==> config.mk <==
export PLATFORM = sky130hd
export DESIGN_NAME = seq_detect_param
export DESIGN_NICKNAME = d
export VERILOG_FILES = /design/src/rtl/seq_detect_param.sv
export SDC_FILE = /design/constraint.sdc
export NUM_CORES = 1
export LEC_CHECK = 0
export BUFFER_PORTS_ARGS = -buffer_cell sky130_fd_sc_hd__buf_2
export CAP_MARGIN = 20
export CORE_ASPECT_RATIO = 1.5
export CORE_MARGIN = 2
export CORE_UTILIZATION = 40
export DETAILED_ROUTE_END_ITERATION = 10
export PLACE_DENSITY_LB_ADDON = 0.3
export SYNTH_ARGS = -nofsm -noshare
export SYNTH_HDL_FRONTEND = slang
export SYNTH_SLANG_ARGS = --single-unit
==> constraint.sdc <==
create_clock -name clk -period 5.5 [get_ports clk]
set_input_delay 0.825 -clock clk [delete_from_list [all_inputs] [get_ports clk]]
set_output_delay 0.825 -clock clk [all_outputs]
set_load 0.05 [all_outputs]
==> src/rtl/seq_detect_param.sv <==
// Programmable serial-bit sequence detector with masked compare and Moore match.
// Optional saturating hit counter (match_cnt) when SEQ_MATCH_CNT_EN is defined.
module seq_detect_param #(
  parameter int MAX_LEN = 5,
  parameter logic [MAX_LEN-1:0] DEF_PATTERN = MAX_LEN'(5'b10111),
  parameter int DEF_LEN = 5,
  parameter int CNT_W = 16,
  localparam int LW = $clog2(MAX_LEN + 1)
) (
  input  logic               clk,
  input  logic               rst_n,
  input  logic               clr,
  input  logic               din_vld,
  input  logic               din,
  input  logic               overlap_en,
  input  logic               cfg_we,
  input  logic [MAX_LEN-1:0] cfg_pattern,
  input  logic [MAX_LEN-1:0] cfg_mask,
  input  logic [LW-1:0]      cfg_len,
  output logic               cfg_err,
`ifdef SEQ_MATCH_CNT_EN
  output logic [CNT_W-1:0]   match_cnt,
`endif
  output logic               match
);

  if (DEF_LEN < 1 || DEF_LEN > MAX_LEN || CNT_W < 1) begin : g_bad_param
    $error("seq_detect_param: illegal parameter set");
  end

  logic [MAX_LEN-1:0] hist_q, hist_d;
  logic [MAX_LEN-1:0] pat_q, pat_d;
  logic [MAX_LEN-1:0] mask_q, mask_d;
  logic [LW-1:0]      len_q, len_d;
  logic [LW-1:0]      fill_q, fill_d;
  logic               match_q, match_d;
  logic               cfg_err_q, cfg_err_d;

  logic               cfg_ok;
  logic               cfg_load;
  logic               smp;
  logic [MAX_LEN-1:0] hist_sh;
  logic [LW-1:0]      fill_inc;
  logic [MAX_LEN-1:0] len_mask;
  logic               hit;

  // Post-shift history/fill and masked pattern compare
  always_comb begin
    cfg_ok   = (cfg_len != '0) && (int'(cfg_len) <= MAX_LEN);
    cfg_load = !clr && cfg_we && cfg_ok;
    smp      = !clr && !cfg_load && din_vld;
    hist_sh  = MAX_LEN'({hist_q, din});
    fill_inc = (fill_q < len_q) ? fill_q + LW'(1) : len_q;
    len_mask = '0;
    for (int i = 0; i < MAX_LEN; i++) begin
      len_mask[i] = (i < int'(len_q));
    end
    hit = (fill_inc == len_q) &&
          (((hist_sh ^ pat_q) & mask_q & len_mask) == '0);
  end

  // Next state: clr beats cfg load beats sample
  always_comb begin
    hist_d    = hist_q;
    fill_d    = fill_q;
    pat_d     = pat_q;
    mask_d    = mask_q;
    len_d     = len_q;
    match_d   = 1'b0;
    cfg_err_d = cfg_we && !cfg_ok;
    if (clr) begin
      hist_d = '0;
      fill_d = '0;
    end else if (cfg_load) begin
      pat_d  = cfg_pattern;
      mask_d = cfg_mask;
      len_d  = cfg_len;
      hist_d = '0;
      fill_d = '0;
    end else if (smp) begin
      hist_d  = hist_sh;
      fill_d  = (hit && !overlap_en) ? '0 : fill_inc;
      match_d = hit;
    end
  end

  // State registers
  always_ff @(posedge clk or negedge rst_n) begin
    if (!rst_n) begin
      hist_q    <= '0;
      fill_q    <= '0;
      pat_q     <= DEF_PATTERN;
      mask_q    <= '1;
      len_q     <= LW'(DEF_LEN);
      match_q   <= 1'b0;
      cfg_err_q <= 1'b0;
    end else begin
      hist_q    <= hist_d;
      fill_q    <= fill_d;
      pat_q     <= pat_d;
      mask_q    <= mask_d;
      len_q     <= len_d;
      match_q   <= match_d;
      cfg_err_q <= cfg_err_d;
    end
  end

  assign match   = match_q;
  assign cfg_err = cfg_err_q;

`ifdef SEQ_MATCH_CNT_EN
  logic [CNT_W-1:0] cnt_q, cnt_d;

  // Saturating hit counter; survives cfg loads
  always_comb begin
    cnt_d = cnt_q;
    if (clr) begin
      cnt_d = '0;
    end else if (smp && hit && cnt_q != '1) begin
      cnt_d = cnt_q + CNT_W'(1);
    end
  end

  // Counter register
  always_ff @(posedge clk or negedge rst_n) begin
    if (!rst_n) begin
      cnt_q <= '0;
    end else begin
      cnt_q <= cnt_d;
    end
  end

  assign match_cnt = cnt_q;
`endif

endmodule

==> metrics.txt, run 1 <==
Synth Register Bits 22; Post-CTS Resized 0; data required time of the worst path about 5.7 ns; fmax 491 MHz; grt ovf 0; Post-Synthesis Cells a little over 90; worst-path fanout max 8; hold crit path type in -> async; ys flop type dfstp_2; pwr/cell area 316 mW/mm²; Clock Skews 0.00175 ns; CTS tree built; initial detailed-routing violation count 6; gpl congestion between 0.8 and 0.9; CP arrival 2.20 ns; synthesized area ~0.0012 mm²; Least-Margin Pin Slew 0.492 ns; Post-route DRC 0; Placeable Area 0.00271 mm²; DR WL/cell 13.7 µm; Synth cell types 34; maximum VDD drop 195 µV; Die Height around 70 µm; synth top area cells dfstp_2, dfrtp_1, mux2_1; Final Power 0.421 mW; TritonCTS Sinks 22; Setup crit end kind flip-flop; Util after Layout 0.491; drt total wl 2070 µm; row count 23; final period utilization 0.370; die area 0.00333 mm²; initial antenna violation count 0; Routed Antenna Nets 0; Die Wd approximately 48 µm; post-CTS setup repair buffer count 0; Area Overhead vs Synth 15.4%; status finished, final reports clean; Non-Filler Instances between 150 and 200; vias in the first global route roughly 770; Starting Density 0.426; Slew headroom 0.671; gr usage total 0.145; number of placed cells counting well taps roughly 150; Post-Syn Nets 114; hold_buf cts 0; Hold WS 0.509 ns; max_cap viols 0; nets 138; CTS root buffer clkbuf_8; port bufs 21; CTS Buf Count 3; RSZ-0062 raised after global routing false; pin count of the biggest net entering global routing 23; area share of the largest cell type after synthesis 0.251; Initial DRT Pass Iterations 4; first-pass GRT wire length between 3000 and 4000 µm; Ports 22; Seq/Total Area, Yosys 0.490; Leak Pwr 0.599 nW; Final Max Slew Viols 0; ANT cells 0; count leader, synth mux2_1; DP Wirelength approximately 1600 µm; # setup viols final 0; Clk Latency, worst-skew pair about 0.26 ns; most frequent cells after synthesis mux2_1, dfrtp_1, dfstp_2, nand2_1, xnor2_1; WS Path Type reg -> reg; Hold Violations, Final 0; drt via density approximately 5.1; CP Launch Type flip-flop; total negative slack 0 ns; EDFF count, synth 0; Async SR Flop Fraction 1.00; syn_area_per_cell roughly 13 µm²; minimum clock period between 2 and 2.5 ns; Max Buffers Root-to-Sink 2; Clk pin slew, worst setup/hold paths ~0.080 ns; largest area contributor in the netlist dfstp_2; Yosys Warn Count 0; CTS H-Tree Depth 1; vias post-DR between 700 and 800; ratio of cells with drive above 1 in the final layout 0.368
## logic make-up (layout without fill, tap and decap cells)
logic type | count (synthesis) | count (layout) | synth area share
xor+xnor | 9 | 9 | 0.0685
simple gates | 20 | 20 | 0.118
mux | 14 | 14 | 0.136
buf+inv | 4 | 27 | 0.0228
compound gates | 19 | 19 | 0.132
fa+ha+maj | 3 | 3 | 0.0326
flops | 22 | 22 | 0.490
## critical path, cell delays in order (launching register included)
cell and delay (ns):
dfstp_2 0.62, inv_1 0.09, ha_1 0.30, a21oi_2 0.18, o21ai_4 0.10, a31o_1 0.21
and4bb_4 0.20, o31ai_1 0.23
## metrics by stage
stage | cell area [µm²] | setup slack, ns
after floorplan | 1150 | 3.46
after global placement | 1280 | 3.28
after detailed placement | 1280 | 3.22
after CTS | 1330 | 3.46
after global routing | 1330 | 3.32
final | 1330 | 3.46
## final timing paths
path,from,end,slack (ns),depth (start not counted)
min in group clk,fill_q[1]$_DFFE_PN0P_,fill_q[1]$_DFFE_PN0P_,0.53,2
max in group asynchronous,rst_n,len_q[0]$_DFFE_PN1P_,4.64,1
hold / removal,rst_n,hist_q[3]$_DFFE_PN0P_,0.51,1
hold reg to reg,fill_q[1]$_DFFE_PN0P_,fill_q[1]$_DFFE_PN0P_,0.53,2
setup / recovery,len_q[2]$_DFFE_PN1P_,fill_q[0]$_DFFE_PN0P_,3.46,7
setup reg to reg,len_q[2]$_DFFE_PN1P_,fill_q[0]$_DFFE_PN0P_,3.46,7
## area by class of cell
type / instances / area [µm²]
fill: 261 / 1380
multi-input combinational: 65 / 561
inverter: 2 / 7.51
timing repair buffer: 21 / 105
tap: 37 / 46.3
clock buffer: 4 / 45.0
sequential: 22 / 564
## flip-flops by register name, summed over array words and instances (netlist names)
register / cells
len_q: 3
match: 1
mask_q: 5
pat_q: 5
fill_q: 3
cfg_err: 1
hist_q: 4
## metal layers
layer | part of all wire | wire, µm | vias up | GRT usage
met4 | 0.025 | 51 | 0 | 0.0811
met2 | 0.56 | 1160 | 11 | 0.230
met3 | 0.026 | 54 | 5 | 0.0156
met1 | 0.39 | 808 | 376 | 0.180
li1 | - | - | 371 | -
met5 | 0 | 0 | - | 0
## layout by cell type, fill, tap and decap left out, types with 2 or more instances in the layout
cell	instances
xor2_1	3
dfrtp_1	11
clkbuf_8	3
nand2_1	7
nor2_1	2
o31ai_1	3
xnor2_1	6
mux2_1	13
buf_2	21
o21ai_0	2
nor2b_1	2
dfstp_2	11
ha_1	3
inv_1	2
a21oi_1	2
a22o_1	4
## report_power, final
group          leakage (nW)  internal (mW)  switching [mW]  total, mW
combinational         0.313         0.0517          0.0484      0.100
clock                0.0228         0.0517          0.0510      0.103
sequential            0.263          0.196          0.0218      0.218
(Power assumes the default switching activity.)
==> run 2, diff against run 1 <==
- clock period: 5.5 -> 1.7 ns (I/O delays scaled with it)
==> metrics.txt, run 2 (same netlist as run 1, synthesis figures left out) <==
status finished, final reports clean; first-pass GRT wire length 3770 µm (+8.5%); nets 145 (+5.1%); Util after Layout 0.527 (+0.0361); CP arrival 1.86 ns (-0.34 ns); DR WL/cell 13.6 µm (-0.60%); gr busiest metal met2; max_cap viols 0 (unchanged); Leak Pwr 0.639 nW (+6.8%); initial antenna violation count 0 (unchanged); RSZ-0062 raised after global routing true; Clock Skews 0.00374 ns (+0.00199 ns); CTS root buffer clkbuf_8; setup slack after layout 0.00506 ns (-3.46 ns); initial detailed-routing violation count 6 (unchanged); Largest regs mask_q x5, pat_q x5, hist_q x4; data required time of the worst path 1.86 ns (-3.81 ns); minimum clock period 1.69 ns (-0.342 ns); Setup crit end kind flip-flop; pin count of the biggest net entering global routing 23 (unchanged); maximum VDD drop 816 µV (+320%); Ports 22 (unchanged); sequential share of power 0.485 (-0.033); Die Height 69.7 µm (unchanged); TritonCTS Sinks 22 (unchanged); Hold Violations, Final 0 (unchanged); Clk pin slew, worst setup/hold paths 0.07 ns (about the same); worst-path fanout max 3 (-5); drt via density 5.01 (-0.80%); routing usage on met2 0.262 (+0.0326); ANT cells 0 (unchanged); Starting Density 0.426 (unchanged); pwr/cell area 992 mW/mm² (+210%); Clock power frac 0.225 (-0.019); port bufs 21 (unchanged); die area 0.00333 mm² (unchanged); most frequent cells in the layout buf_2, mux2_1, dfrtp_1, dfstp_2, nand2_1; Clk Latency, worst-skew pair 0.25 ns (about the same); vias post-DR 792 (+3.8%); Net Switching 0.403 mW (+230%); drt total wl 2160 µm (+4.0%); Filler Cell Count 250 (-4.2%); Area Overhead vs Synth 23.9%; commonest non-fill, non-tap cell in the layout buf_2; CTS Buf Count 3 (unchanged); Hold WS 0.208 ns (-0.301 ns); WS Path Type reg -> reg; Die Wd 47.8 µm (unchanged); Initial DRT Pass Iterations 2 (-2); Placement Setup Slack -0.0105 ns (-3.23 ns); Least-Margin Pin Slew 0.486 ns (-0.00558 ns); Placeable Area 0.00271 mm² (unchanged); gr usage total 0.152 (+0.00667); Post-DP Area 0.00134 mm² (+4.5%); hold crit path type in -> reg; Slew headroom 0.676 (+0.00440); Post-route DRC 0 (unchanged); final period utilization 0.997 (+0.627); grt met1 use 0.176 (-0.00383); Final Max Slew Viols 0 (unchanged); total negative slack 0 ns (unchanged); row count 23 (unchanged); Routed Antenna Nets 0 (unchanged); # setup viols final 0 (unchanged); ratio of cells with drive above 1 in the final layout 0.446 (+0.0779); fmax 590 MHz (+20%); DP Wirelength 1700 µm (+6.6%); CP Launch Type flip-flop; Max Buffers Root-to-Sink 2 (unchanged); gpl congestion 0.732 (-11%); CTS H-Tree Depth 1 (unchanged); internal power 1.01 mW (+240%); part of the power in combinational logic 0.290 (+0.052); switching portion of total power 0.285 (-0.00366); vias in the first global route 881 (+14%); CTS tree built; grt ovf 0 (unchanged); M3 GR Usage 0.0182 (+0.00260); fin area 0.00143 mm² (+7.3%)
==> run 2: cell count changes in the layout (fill, tap and decap cells not counted), sizes merged <==
cell,delta
buf,+6
dlygate4sd3,+1
==> run 2: layer usage <==
layer	vias up	wire length (µm)
li1	387	-
met2	8	1220
met1	395	873
met4	0	22
met5	-	0
met3	2	34
==> run 2: per-stage QoR <==
stage	total power [mW]	cells
floorplan	0.959	91
global placement	1.07	152
detailed placement	1.09	152
CTS	1.43	158
global route	1.50	158
finish	1.41	158
==> run 2: cell type report <==
| cell class | count | area, µm² | share of cell area |
|---|---|---|---|
| timing repair buffer | 28 | 160 | 0.112 |
| sequential | 22 | 564 | 0.396 |
| multi-input combinational | 65 | 603 | 0.423 |
| tap | 37 | 46.3 | 0.0325 |
| inverter | 2 | 7.51 | 0.00526 |
| clock buffer | 4 | 45.0 | 0.0316 |
==> run 2: path summary, 6_finish.rpt <==
kind / start / to / slack (ns) / depth (start not counted)
worst max-delay path: len_q[2]$_DFFE_PN1P_ / fill_q[0]$_DFFE_PN0P_ / 0.005 / 7
worst max register to register: len_q[2]$_DFFE_PN1P_ / fill_q[0]$_DFFE_PN0P_ / 0.005 / 7
worst min register to register: hist_q[3]$_DFFE_PN0P_ / hist_q[3]$_DFFE_PN0P_ / 0.53 / 1
min in group asynchronous: rst_n / hist_q[0]$_DFFE_PN0P_ / 0.49 / 2
worst min-delay path: cfg_mask[2] / mask_q[2]$_DFFE_PN1P_ / 0.21 / 2
max in group asynchronous: rst_n / pat_q[0]$_DFFE_PN1P_ / 0.86 / 2
==> run 2: repair_timing <==
item	in CTS	in global routing
pin swaps	0	0
endpoints found under the hold margin	11	0
hold buffers	1	0
setup endpoints to repair	3	3
resized for setup	2	2
buffers inserted	1	0
==> run 2: worst max-delay path, stage by stage (launching register included) <==
cell and delay [ns]:
dfstp_2 0.54, inv_2 0.05, ha_4 0.22, a21oi_4 0.13, o21ai_4 0.07, a31o_1 0.20
and4bb_4 0.21, o31ai_2 0.17
==> run 2: power groups by stage <==
stage                     Sequential, mW  Clock [mW]  Combinational, mW
final                              0.687       0.318              0.411
after global routing               0.697       0.353              0.453
after CTS                          0.688       0.332              0.410
after detailed placement           0.698           0              0.394
after global placement             0.694           0              0.380
after floorplan                    0.700           0              0.258
==> run 3, diff against run 2 <==
- CORE_UTILIZATION: 40 -> 35
==> metrics.txt, run 3 (same netlist as run 1, synthesis figures left out) <==
Ports 22 (unchanged); drt total wl 2190 µm (+1.6%); minimum clock period 1.70 ns (+0.00650 ns); Starting Density 0.364 (-0.0612); Least-Margin Pin Slew 0.482 ns (-0.00461 ns); Slew headroom 0.679 (+0.00307); CP Launch Type flip-flop; max_cap viols 0 (unchanged); fmax 588 MHz (-0.38%); fin area 0.00145 mm² (+1.5%); ratio of cells with drive above 1 in the final layout 0.459 (+0.0127); worst-path fanout max 3 (unchanged); hold path start cfg_pattern[0]; Setup crit end kind flip-flop; Leak Pwr 0.650 nW (+1.7%); Initial DRT Pass Iterations 4 (+2); data required time of the worst path 1.88 ns (+0.02 ns); peak per-stage delay on the critical path 0.54 ns (about the same); Reg-to-Reg End fill_q[1]$_DFFE_PN0P_; initial antenna violation count 0 (unchanged); path depth of the worst reg2reg path 7 (unchanged); hold depth 2 (unchanged); TritonCTS Sinks 22 (unchanged); row count 25 (+8.7%); Clk Latency, worst-skew pair 0.26 ns (about the same); vias in the first global route 866 (-1.7%); Filler Cell Count 284 (+14%); Placeable Area 0.00316 mm² (+17%); Critical R2R Launch len_q[2]$_DFFE_PN1P_; gpl congestion 0.785 (+7.3%); Min-Delay Endpoint pat_q[0]$_DFFE_PN1P_; # setup viols final 1 (+1); most frequent cells in the layout buf_2, mux2_1, dfrtp_1, dfstp_2; setup slack after layout -0.00143 ns (-0.00650 ns); pwr/cell area 1030 mW/mm² (+3.7%); Area Overhead vs Synth 25.8%; first-pass GRT wire length 3810 µm (+0.90%); hold crit path type in -> reg; Die Wd 50.8 µm (+6.3%); Final Power 1.49 mW (+5.3%); reg-to-reg slack, setup -0.001 ns (about the same); DP Wirelength 1700 µm (about the same); CTS tree built; Routed Antenna Nets 0 (unchanged); gr usage total 0.137 (-0.0148); Largest regs mask_q x5, pat_q x5, hist_q x4; grt ovf 0 (unchanged); CP arrival 1.88 ns (+0.02 ns); die area 0.00377 mm² (+13%); Final Max Slew Viols 0 (unchanged); Clock Skews 0.00164 ns (-0.00211 ns); Hold Violations, Final 0 (unchanged); Post-route DRC 0 (unchanged); commonest non-fill, non-tap cell in the layout buf_2; CTS Buf Count 3 (unchanged); final period utilization 1.00 (+0.00382); pin count of the biggest net entering global routing 23 (unchanged); nets 146 (+0.69%); ordered cell list for the critical path inv_2 > ha_4 > a21oi_4 > o21ai_4 > a31o_1 > and4bb_4 > o31ai_2; WS Path Type reg -> reg; Util after Layout 0.458 (-0.0691); CTS H-Tree Depth 1 (unchanged); Max Buffers Root-to-Sink 2 (unchanged); port bufs 21 (unchanged); ANT cells 0 (unchanged); Hold WS 0.200 ns (-0.00840 ns); Crit-path slowest cell dfstp_2; maximum VDD drop 664 µV (-19%); CTS root buffer clkbuf_8; DR WL/cell 13.5 µm (-0.93%); Die Height 74.2 µm (+6.5%); status complete, but fails checks; RSZ-0062 raised after global routing true; initial detailed-routing violation count 22 (+16); drt via density 5.06 (+0.98%); Clk pin slew, worst setup/hold paths 0.08 ns (about the same); failing checks setup timing; vias post-DR 820 (+3.5%); Post-DP Area 0.00135 mm² (+0.28%)
-- run 3: cell types whose count changed in the layout (fill, tap and decap cells not counted), sizes merged --
cell / before / now
buf: 27 / 28
-- run 3: worst max-delay path, delay by kind of cell, from the launching register on --
kind,cells,cell delay [ns]
adder cells (fa/ha/maj),1,0.22
AO/OA/AOI/OAI,4,0.59
buffers and inverters,1,0.05
AND/OR/NAND/NOR,1,0.22
flip-flops,1,0.54
-- run 3: report_power, final --
group	total (mW)	internal (mW)	switching, mW	leakage [nW]
clock network	0.378	0.207	0.171	0.0288
registers	0.687	0.633	0.0534	0.263
logic	0.425	0.225	0.200	0.359
total	1.49	1.06	0.425	0.650
-- run 3: worst max-delay path by stage --
stage,endpoint,from,slack (ns),depth (start not counted)
final,fill_q[1]$_DFFE_PN0P_,len_q[2]$_DFFE_PN1P_,-0.001,7
after global routing,fill_q[2]$_DFFE_PN0P_,len_q[2]$_DFFE_PN1P_,-0.12,7
after CTS,fill_q[2]$_DFFE_PN0P_,len_q[2]$_DFFE_PN1P_,-0.02,7
after detailed placement,fill_q[1]$_DFFE_PN0P_,len_q[2]$_DFFE_PN1P_,-0.007,7
after global placement,fill_q[0]$_DFFE_PN0P_,len_q[2]$_DFFE_PN1P_,0.05,7
after floorplan,fill_q[0]$_DFFE_PN0P_,len_q[2]$_DFFE_PN1P_,-0.003,7
-- run 3: cell type report --
type	instances	area, µm²	area share
inverter	2	7.51	0.00519
sequential	22	564	0.390
timing repair buffer	29	168	0.116
multi-input combinational	65	603	0.417
tap	40	50.0	0.0346
clock buffer	4	55.1	0.0380
-- run 3: what timing repair did --
item,in CTS,in global routing
buffers inserted,0,2
setup endpoints to repair,3,3
hold buffers,1,0
hold endpoints to repair,11,0
gates resized for setup,1,3
-- run 3: through the flow --
| step | TNS (ns) | worst slack [ns] | cells |
|---|---|---|---|
| floorplan | -0.00767 | -0.00256 | 91 |
| global placement | 0 | 0.0539 | 155 |
| detailed placement | -0.00682 | -0.00682 | 155 |
| CTS | -0.0393 | -0.0214 | 160 |
| global route | -0.302 | -0.119 | 162 |
| finish | -0.00143 | -0.00143 | 162 |
-- run 3: layer usage --
metal / GRT usage / routed length [µm]
met4: 0.0631 / 46
met2: 0.257 / 1230
met5: 0 / 0
met3: 0.0181 / 68
met1: 0.151 / 844
